[src/rtl/calc_sequencer.sv]
// Key-driven sequencer for the BCD adder path: turns decoded keypad events into
// one-cycle strobes for the entry/save/sum stages and selects the display source.
module calc_sequencer #(
    parameter int MAX_DIGITS  = 4,
    parameter int SUM_TIMEOUT = 16
) (
    input  logic       clk,
    input  logic       rst,
    input  logic       key_valid,
    input  logic [3:0] key_code,
    input  logic       sum_done,
    output logic       key_ack,
    output logic       push,
    output logic [3:0] entrada,
    output logic       clr_entry,
    output logic       clr_all,
    output logic       guardar,
    output logic       suma,
    output logic       disp_sel,
    output logic [2:0] digit_cnt,
    output logic       busy,
    output logic       err
);

    typedef enum logic [2:0] {
        S_ENTRY_A,
        S_ENTRY_B,
        S_WAIT_SUM,
        S_SHOW,
        S_PEND_PUSH
    } state_t;

    localparam logic [2:0] MAX_CNT = 3'(MAX_DIGITS);
    localparam logic [7:0] TMO_LD  = 8'(SUM_TIMEOUT);

    localparam logic [3:0] K_ADD = 4'hA;
    localparam logic [3:0] K_EQ  = 4'hB;
    localparam logic [3:0] K_CLR = 4'hC;

    state_t     state_q, state_d;
    logic [2:0] digit_cnt_q, digit_cnt_d;
    logic [7:0] tmr_q, tmr_d;
    logic [3:0] latch_q, latch_d;
    logic [3:0] entrada_q, entrada_d;
    logic       err_q, err_d;
    logic       key_ack_q, key_ack_d;
    logic       push_q, push_d;
    logic       clr_entry_q, clr_entry_d;
    logic       clr_all_q, clr_all_d;
    logic       guardar_q, guardar_d;
    logic       suma_q, suma_d;
    logic       disp_sel_q, disp_sel_d;
    logic       busy_q, busy_d;

    logic accept;
    logic is_digit;

    assign accept   = key_valid && !busy_q;
    assign is_digit = (key_code <= 4'd9);

    always_comb begin
        state_d     = state_q;
        digit_cnt_d = digit_cnt_q;
        tmr_d       = tmr_q;
        latch_d     = latch_q;
        entrada_d   = entrada_q;
        err_d       = err_q;
        key_ack_d   = 1'b0;
        push_d      = 1'b0;
        clr_entry_d = 1'b0;
        clr_all_d   = 1'b0;
        guardar_d   = 1'b0;
        suma_d      = 1'b0;

        if (accept) begin
            key_ack_d = 1'b1;
            err_d     = 1'b0;
        end

        case (state_q)
            S_ENTRY_A, S_ENTRY_B: begin
                if (accept) begin
                    if (is_digit) begin
                        if (digit_cnt_q < MAX_CNT) begin
                            push_d      = 1'b1;
                            entrada_d   = key_code;
                            digit_cnt_d = digit_cnt_q + 3'd1;
                        end
                    end else if (state_q == S_ENTRY_A) begin
                        if (key_code == K_ADD && digit_cnt_q != 3'd0) begin
                            guardar_d   = 1'b1;
                            clr_entry_d = 1'b1;
                            digit_cnt_d = 3'd0;
                            state_d     = S_ENTRY_B;
                        end else if (key_code == K_CLR) begin
                            clr_entry_d = 1'b1;
                            digit_cnt_d = 3'd0;
                        end
                    end else begin
                        if (key_code == K_EQ && digit_cnt_q != 3'd0) begin
                            suma_d  = 1'b1;
                            tmr_d   = TMO_LD;
                            state_d = S_WAIT_SUM;
                        end else if (key_code == K_CLR) begin
                            clr_all_d   = 1'b1;
                            digit_cnt_d = 3'd0;
                            state_d     = S_ENTRY_A;
                        end
                    end
                end
            end
            S_WAIT_SUM: begin
                // The suma cycle still holds the freshly loaded count, so a
                // sum_done there is too early to belong to this addition.
                if (sum_done && tmr_q != TMO_LD) begin
                    state_d = S_SHOW;
                end else if (tmr_q <= 8'd1) begin
                    tmr_d       = 8'd0;
                    err_d       = 1'b1;
                    clr_all_d   = 1'b1;
                    digit_cnt_d = 3'd0;
                    state_d     = S_ENTRY_A;
                end else begin
                    tmr_d = tmr_q - 8'd1;
                end
            end
            S_SHOW: begin
                if (accept) begin
                    if (is_digit) begin
                        clr_all_d   = 1'b1;
                        latch_d     = key_code;
                        digit_cnt_d = 3'd0;
                        state_d     = S_PEND_PUSH;
                    end else if (key_code == K_CLR) begin
                        clr_all_d   = 1'b1;
                        digit_cnt_d = 3'd0;
                        state_d     = S_ENTRY_A;
                    end
                end
            end
            S_PEND_PUSH: begin
                push_d      = 1'b1;
                entrada_d   = latch_q;
                digit_cnt_d = 3'd1;
                state_d     = S_ENTRY_A;
            end
            default: begin
                state_d     = S_ENTRY_A;
                digit_cnt_d = 3'd0;
            end
        endcase

        disp_sel_d = (state_d == S_SHOW);
        busy_d     = (state_d == S_WAIT_SUM) || (state_d == S_PEND_PUSH);
    end

    always_ff @(posedge clk) begin
        if (rst) begin
            state_q     <= S_ENTRY_A;
            digit_cnt_q <= 3'd0;
            tmr_q       <= 8'd0;
            latch_q     <= 4'd0;
            entrada_q   <= 4'd0;
            err_q       <= 1'b0;
            key_ack_q   <= 1'b0;
            push_q      <= 1'b0;
            clr_entry_q <= 1'b0;
            clr_all_q   <= 1'b0;
            guardar_q   <= 1'b0;
            suma_q      <= 1'b0;
            disp_sel_q  <= 1'b0;
            busy_q      <= 1'b0;
        end else begin
            state_q     <= state_d;
            digit_cnt_q <= digit_cnt_d;
            tmr_q       <= tmr_d;
            latch_q     <= latch_d;
            entrada_q   <= entrada_d;
            err_q       <= err_d;
            key_ack_q   <= key_ack_d;
            push_q      <= push_d;
            clr_entry_q <= clr_entry_d;
            clr_all_q   <= clr_all_d;
            guardar_q   <= guardar_d;
            suma_q      <= suma_d;
            disp_sel_q  <= disp_sel_d;
            busy_q      <= busy_d;
        end
    end

    assign key_ack   = key_ack_q;
    assign push      = push_q;
    assign entrada   = entrada_q;
    assign clr_entry = clr_entry_q;
    assign clr_all   = clr_all_q;
    assign guardar   = guardar_q;
    assign suma      = suma_q;
    assign disp_sel  = disp_sel_q;
    assign digit_cnt = digit_cnt_q;
    assign busy      = busy_q;
    assign err       = err_q;

endmodule

[config.mk]
export PLATFORM = sky130hd
export DESIGN_NAME = calc_sequencer
export DESIGN_NICKNAME = d
export VERILOG_FILES = /design/src/rtl/calc_sequencer.sv
export SDC_FILE = /design/constraint.sdc
export NUM_CORES = 1
export LEC_CHECK = 0
export BUFFER_PORTS_ARGS = -buffer_cell sky130_fd_sc_hd__buf_2
export CAP_MARGIN = 15
export CORE_ASPECT_RATIO = 1.75
export CORE_MARGIN = 1.5
export CORE_UTILIZATION = 35
export CTS_CLUSTER_DIAMETER = 60
export DETAILED_ROUTE_END_ITERATION = 16
export HOLD_SLACK_MARGIN = 0.15
export PLACE_DENSITY_LB_ADDON = 0.1
export SLEW_MARGIN = 0
export SYNTH_ARGS = -nofsm -noshare
export SYNTH_HDL_FRONTEND = slang
export SYNTH_SLANG_ARGS = --single-unit
export TNS_END_PERCENT = 30
[constraint.sdc]
create_clock -name clk -period 3.75 [get_ports clk]
set_clock_uncertainty 0.1 [all_clocks]
set_input_delay 0.75 -clock clk [delete_from_list [all_inputs] [get_ports clk]]
set_output_delay 0.75 -clock clk [all_outputs]
set_load 0.05 [all_outputs]
* After elaboration in Yosys (flattened, before gate mapping)
Cells that the tools add are included.
** Storage, ports and cells
- Bits of input ports :: 8
- Register bits after elaboration :: 31
** Operators by class
- Add/subtract/negate cells :: 2
- Bitwise logic cells :: 3
- Equal/unequal tests :: 22
- Muxes and demuxes :: 56
- Reduce and logical (&&, ||, !) cells :: 17
- Order comparisons :: 3
** Operators by type and width (number)
- 2-to-1 mux 3 bit :: 21
- 2-to-1 mux 8 bit :: 6
- 2-to-1 mux 1 bit :: 20
- != test 2 bit (second input constant) :: 9
- one-hot mux 8 bit (2 select lines) :: 1
- == test 3 x 2 -> 1 bit (second input constant) :: 4
- == test 4 bit (second input constant) :: 3
- 2-to-1 mux 4 bit :: 3
- one-hot mux 3 bit (4 select lines) :: 1
- AND reduction 6 bit :: 2
- OR reduction 5 bit :: 2
- one-hot mux 3 bit (3 select lines) :: 1
- less-or-equal comparator 8 x 1 -> 1 bit (second input constant) :: 1
- != test 8 x 5 -> 1 bit (second input constant) :: 1
- one-hot mux 4 bit (2 select lines) :: 1
- subtractor 8 x 1 -> 8 bit (second input constant) :: 1
- == test 3 bit (second input constant) :: 2
- less-or-equal comparator 4 bit (second input constant) :: 1
- logical AND 1 bit :: 4
- != test 4 bit (second input constant) :: 1
- AND reduction 4 bit :: 1
- nonzero test 2 bit :: 2
- adder 3 x 1 -> 3 bit (second input constant) :: 1
- == test 3 x 1 -> 1 bit (second input constant) :: 1
- 11 further kinds :: 13

* Logic depth before layout (Yosys ltp)
- Depth after elaboration :: 9
- Mapped depth :: 8

* Worst setup path before layout
No wires, ideal clock.
- Path type :: flip-flop to flip-flop
- Start :: reg digit_cnt_q[0] (netlist: digit_cnt[0])
- End :: reg tmr_q[3]
- Arrival time :: 2.241 ns
- Period minus slack after synthesis :: 2.475 ns
- Setup slack :: 1.275 ns
- Cell stages (with the launch flop) :: 9
- Cells stage by stage :: dfxtp_1 -> inv_1 -> ha_1 -> nor2b_1 -> o41a_1 -> or3_1 -> buf_2 -> o21ai_0 -> a21oi_1
** On the way
- Word-level cells in the longest chain between the ends :: 4
** Ends and longest elaborated chain
- from (decl) :: line 41 : logic [2:0] digit_cnt_q, digit_cnt_d;
- from (signal assigned) :: line 175 : digit_cnt_q <= digit_cnt_d;
- nonzero test 3 bit :: line 100 : if (key_code == K_EQ && digit_cnt_q != 3'd0) begin
- logical AND 1 bit :: line 100
- != test 2 bit (no line)
- AND reduction 6 bit (no line)
- to (signal assigned) :: line 176 : tmr_q <= tmr_d;
- to (decl) :: line 42 : logic [7:0] tmr_q, tmr_d;
Every way passes these cells.
A chain may end at the register's enable or synchronous reset.

* Worst setup path after layout
- Start :: reg digit_cnt_q[0] (netlist: digit_cnt[0])
- End :: reg digit_cnt_q[2] (netlist: digit_cnt[2])
** On the way
- Word-level cells in the longest chain between the ends :: 7
- Elaborated cells between the ends (all ways) :: 14
- Those cells by class :: 1 x add/sub; 1 x order compare; 2 x eq/ne; 6 x mux; 4 x reduce/logical
** Ends and longest elaborated chain
- branches (longest 7 deep; another with adder 3 x 1 -> 3 bit)
Parallel ways; which one is timed is not known. The select of a mux whose other input is x is not followed.

==> qor.yml <==
pwr:
  peakVddDrop_v: 0.000251
  intPower_mw: 0.500
  switching_power_mw: 0.180
  comb_power_share: 0.114
  power_mw: 0.680
  swShare: 0.265
  p_leak_nw: 0.794
  pwr-share-seq: 0.499
  power_density_nw_per_um2: 352
  p_clk_frac: 0.388
worst_setup_path:
  arrival_ns: 2.48
  crit_path_start_kind: "flip-flop"
  reg2reg_to: "digit_cnt[2]$_SDFFE_PP0P_"
  r2r_setup_slack_ns: 1.36
  critPathCaptureType: "flip-flop"
  r2r-start: "digit_cnt[0]$_SDFFE_PP0P_"
  r2r_cells: 7
  required_ns: 3.84
  path_max_fanout: 4
  criticalPathCategory: "reg -> reg"
synthesis:
  synthCells: 195
  async_flop_share: 0
  avgSynthCellArea_um2: 8.82
  synthTopCellsByCount: "31 x dfxtp_1, 21 x nor2_1, 14 x a21oi_1, 11 x inv_1"
  synth_seq_cells: 31
  synth_nets: 208
  ys_seq_area_frac: 0.361
  yosysMostFrequentCell: "dfxtp_1"
  synth-edff-count: 0
  synthDistinctLibCells: 54
  ys_warn_count: 0
  syn_area_um2: 1720
  synth.area.top_cells: "dfxtp_1 36%, mux2i_1 5.2%, nor2_1 4.6%"
  synth_top_area_frac: 0.361
  ys_dominant_reg_cell: "dfxtp_1"
  yosysTopAreaCell: "dfxtp_1"
clock_network:
  clkSlewWorstSetupHoldPaths_ns: 0.06
  cts_buffers: 5
  clockBufferDepth: 2
  postCtsSetupRepairBufs: 0
  clock_latency_ns: 0.28
  cts_tree: "yes"
  root_buffer: "clkbuf_8"
  cts_hold_buf: 0
  htree_levels: 2
  clock-sinks: 31
  ctsResizeCount: 0
timing:
  fmax_mhz: 418
  tns_ns: 0
  relSlewSlack: 0.399
  drv_slew: 0
  post-route-period-util: 0.638
  rsz0062_at_grt: "no"
  finalHoldViolCount: 0
  min_period_ns: 2.39
  finalSetupViolCount: 0
  worst_pin_slew_ns: 0.879
global_route:
  grt_util_met3: 0.0228
  grt.overflow.total: 0
  grt.busiest_layer: "met2"
  grt_use_total: 0.178
  grt_pass1_wl_um: 7380
  met2_usage: 0.360
  grt_pass1_vias: 1510
  grt_max_degree: 31
  grt_antenna_before_repair: 0
  globalRouteMet1Util: 0.174
layout:
  final-instance-count-excl-fill: 267
  multiInputGateArea_um2: 1000
  final_net_count: 228
  n_antenna_cell: 0
  drive_above_1_share: 0.195
  fin_util: 0.411
  final-seq-area_um2: 621
  final_cell_area_um2: 1930
  nFillCells: 497
  syn2layout_area_growth_pct: 12.4
die:
  die_h_um: 95.7
  dieWidth_um: 56.0
  core_area_um2: 4710
  rows: 33
  ioPinCount: 24
  start_util: 0.365
  die_area_um2: 5360
place:
  gp_congestion: 0.899
  io_buffers: 23
  place_inst: 260
  dp_hpwl_um: 3370
  postPlaceCellArea_um2: 1850
drt:
  vias: 1525
  drt-vias-per-instance: 5.71
  ant_nets: 0
  drt-initial-drc-count: 52
  firstDrtPassIters: 4
  drt-wirelength-per-cell_um: 16.7
  drc: 0
  drt-total-wl_um: 4450
min_path:
  worstHoldPathCells: 2
  min_from: "err$_SDFF_PP0_"
  worstHoldPathType: "reg -> reg"
  holdPathEnd: "err$_SDFF_PP0_"
run:
  drv_cap: 0
run_status:
  outcome: "finished clean"
==> stage by stage <==
step / hold WS, ns / setup WS (ns)
after floorplan: 0.354 / 1.28
after global placement: 0.343 / 1.25
after detailed placement: 0.350 / 1.23
after CTS: 0.359 / 1.37
after global routing: 0.390 / 1.16
final: 0.354 / 1.36
==> worst max-delay path, cell delays in order, from the launching register on <==
cell and delay, ns:
dfxtp_1 0.33, inv_1 0.10, ha_1 0.16, nor2b_1 0.31, nor2_1 0.16, a2111oi_0 0.78, nor2_1 0.12, o32ai_1 0.24
==> registers in the layout, summed over array words and instances (netlist names), 3 cells and up <==
signal / flops
digit_cnt: 3
entrada: 4
latch_q: 4
state_q: 3
tmr_q: 8
==> worst max path at each step <==
| stage | startpoint | endpoint | cells after the start |
|---|---|---|---|
| finish | digit_cnt[0]$_SDFFE_PP0P_ | digit_cnt[2]$_SDFFE_PP0P_ | 7 |
| global route | digit_cnt[0]$_SDFFE_PP0P_ | digit_cnt[2]$_SDFFE_PP0P_ | 7 |
| CTS | digit_cnt[0]$_SDFFE_PP0P_ | digit_cnt[2]$_SDFFE_PP0P_ | 7 |
| detailed placement | key_code[2] | digit_cnt[2]$_SDFFE_PP0P_ | 6 |
| global placement | key_code[3] | digit_cnt[2]$_SDFFE_PP0P_ | 6 |
| floorplan | digit_cnt[0]$_SDFFE_PP0P_ | tmr_q[3]$_SDFFE_PP0P_ | 8 |
==> cells by family after synthesis <==
logic type	Yosys count	share of synthesized area
AND/OR/NAND/NOR	73	0.255
AO/OA/AOI/OAI	53	0.223
flip-flops	31	0.361
buffers and inverters	21	0.0553
multiplexers	10	0.0590
adder cells (fa/ha/maj)	6	0.0422
XOR/XNOR	1	0.00510
==> power groups by stage <==
stage / Clock [mW] / Combinational, mW / Sequential, mW
2_1_floorplan: 0 / 0.0345 / 0.368
3_3_place_gp: 0 / 0.0761 / 0.347
3_5_place_dp: 0 / 0.0770 / 0.347
4_1_cts: 0.275 / 0.0774 / 0.339
5_1_grt: 0.287 / 0.0838 / 0.340
6_report: 0.264 / 0.0774 / 0.339
==> placed cells by master, fill, tap and decap left out, types with 2 or more instances in the layout <==
cell       Yosys  layout
dfxtp_1       31      31
buf_2          1      23
nor2_1        21      21
a21oi_1       14      14
inv_1         11      11
nand2_1        9       9
o21ai_0        9       9
mux2i_1        9       9
a211oi_1       6       6
clkbuf_8       0       6
nor2b_1        5       5
nand3b_1       5       5
ha_1           5       5
or3_1          4       4
a21o_1         4       4
nand3_1        3       3
and3_1         3       3
nor3b_1        3       3
or2_2          2       2
a2111oi_0      2       2
nor3_1         2       2
o32ai_1        2       2
o31a_1         2       2
nor4_2         2       2
a31oi_1        2       2
nand4_1        2       2
o221ai_1       2       2
==> metal layers <==
layer  wire length (um)  up-vias  share of wire
met1               1630      726           0.37
met4                 55        0          0.012
met5                  0        -              0
li1                   -      756              -
met2               2620       37           0.59
met3                145        6          0.033
==> cell type report <==
type                            instances  share of cell area
Clock inverter                          1             0.00259
Timing Repair Buffer                   23              0.0595
Tap cell                               52              0.0337
Clock buffer                            6              0.0427
Multi-Input combinational cell        143               0.519
Sequential cell                        31               0.321
Inverter                               11              0.0214
No activity file was read; power rests on OpenSTA's default activity.
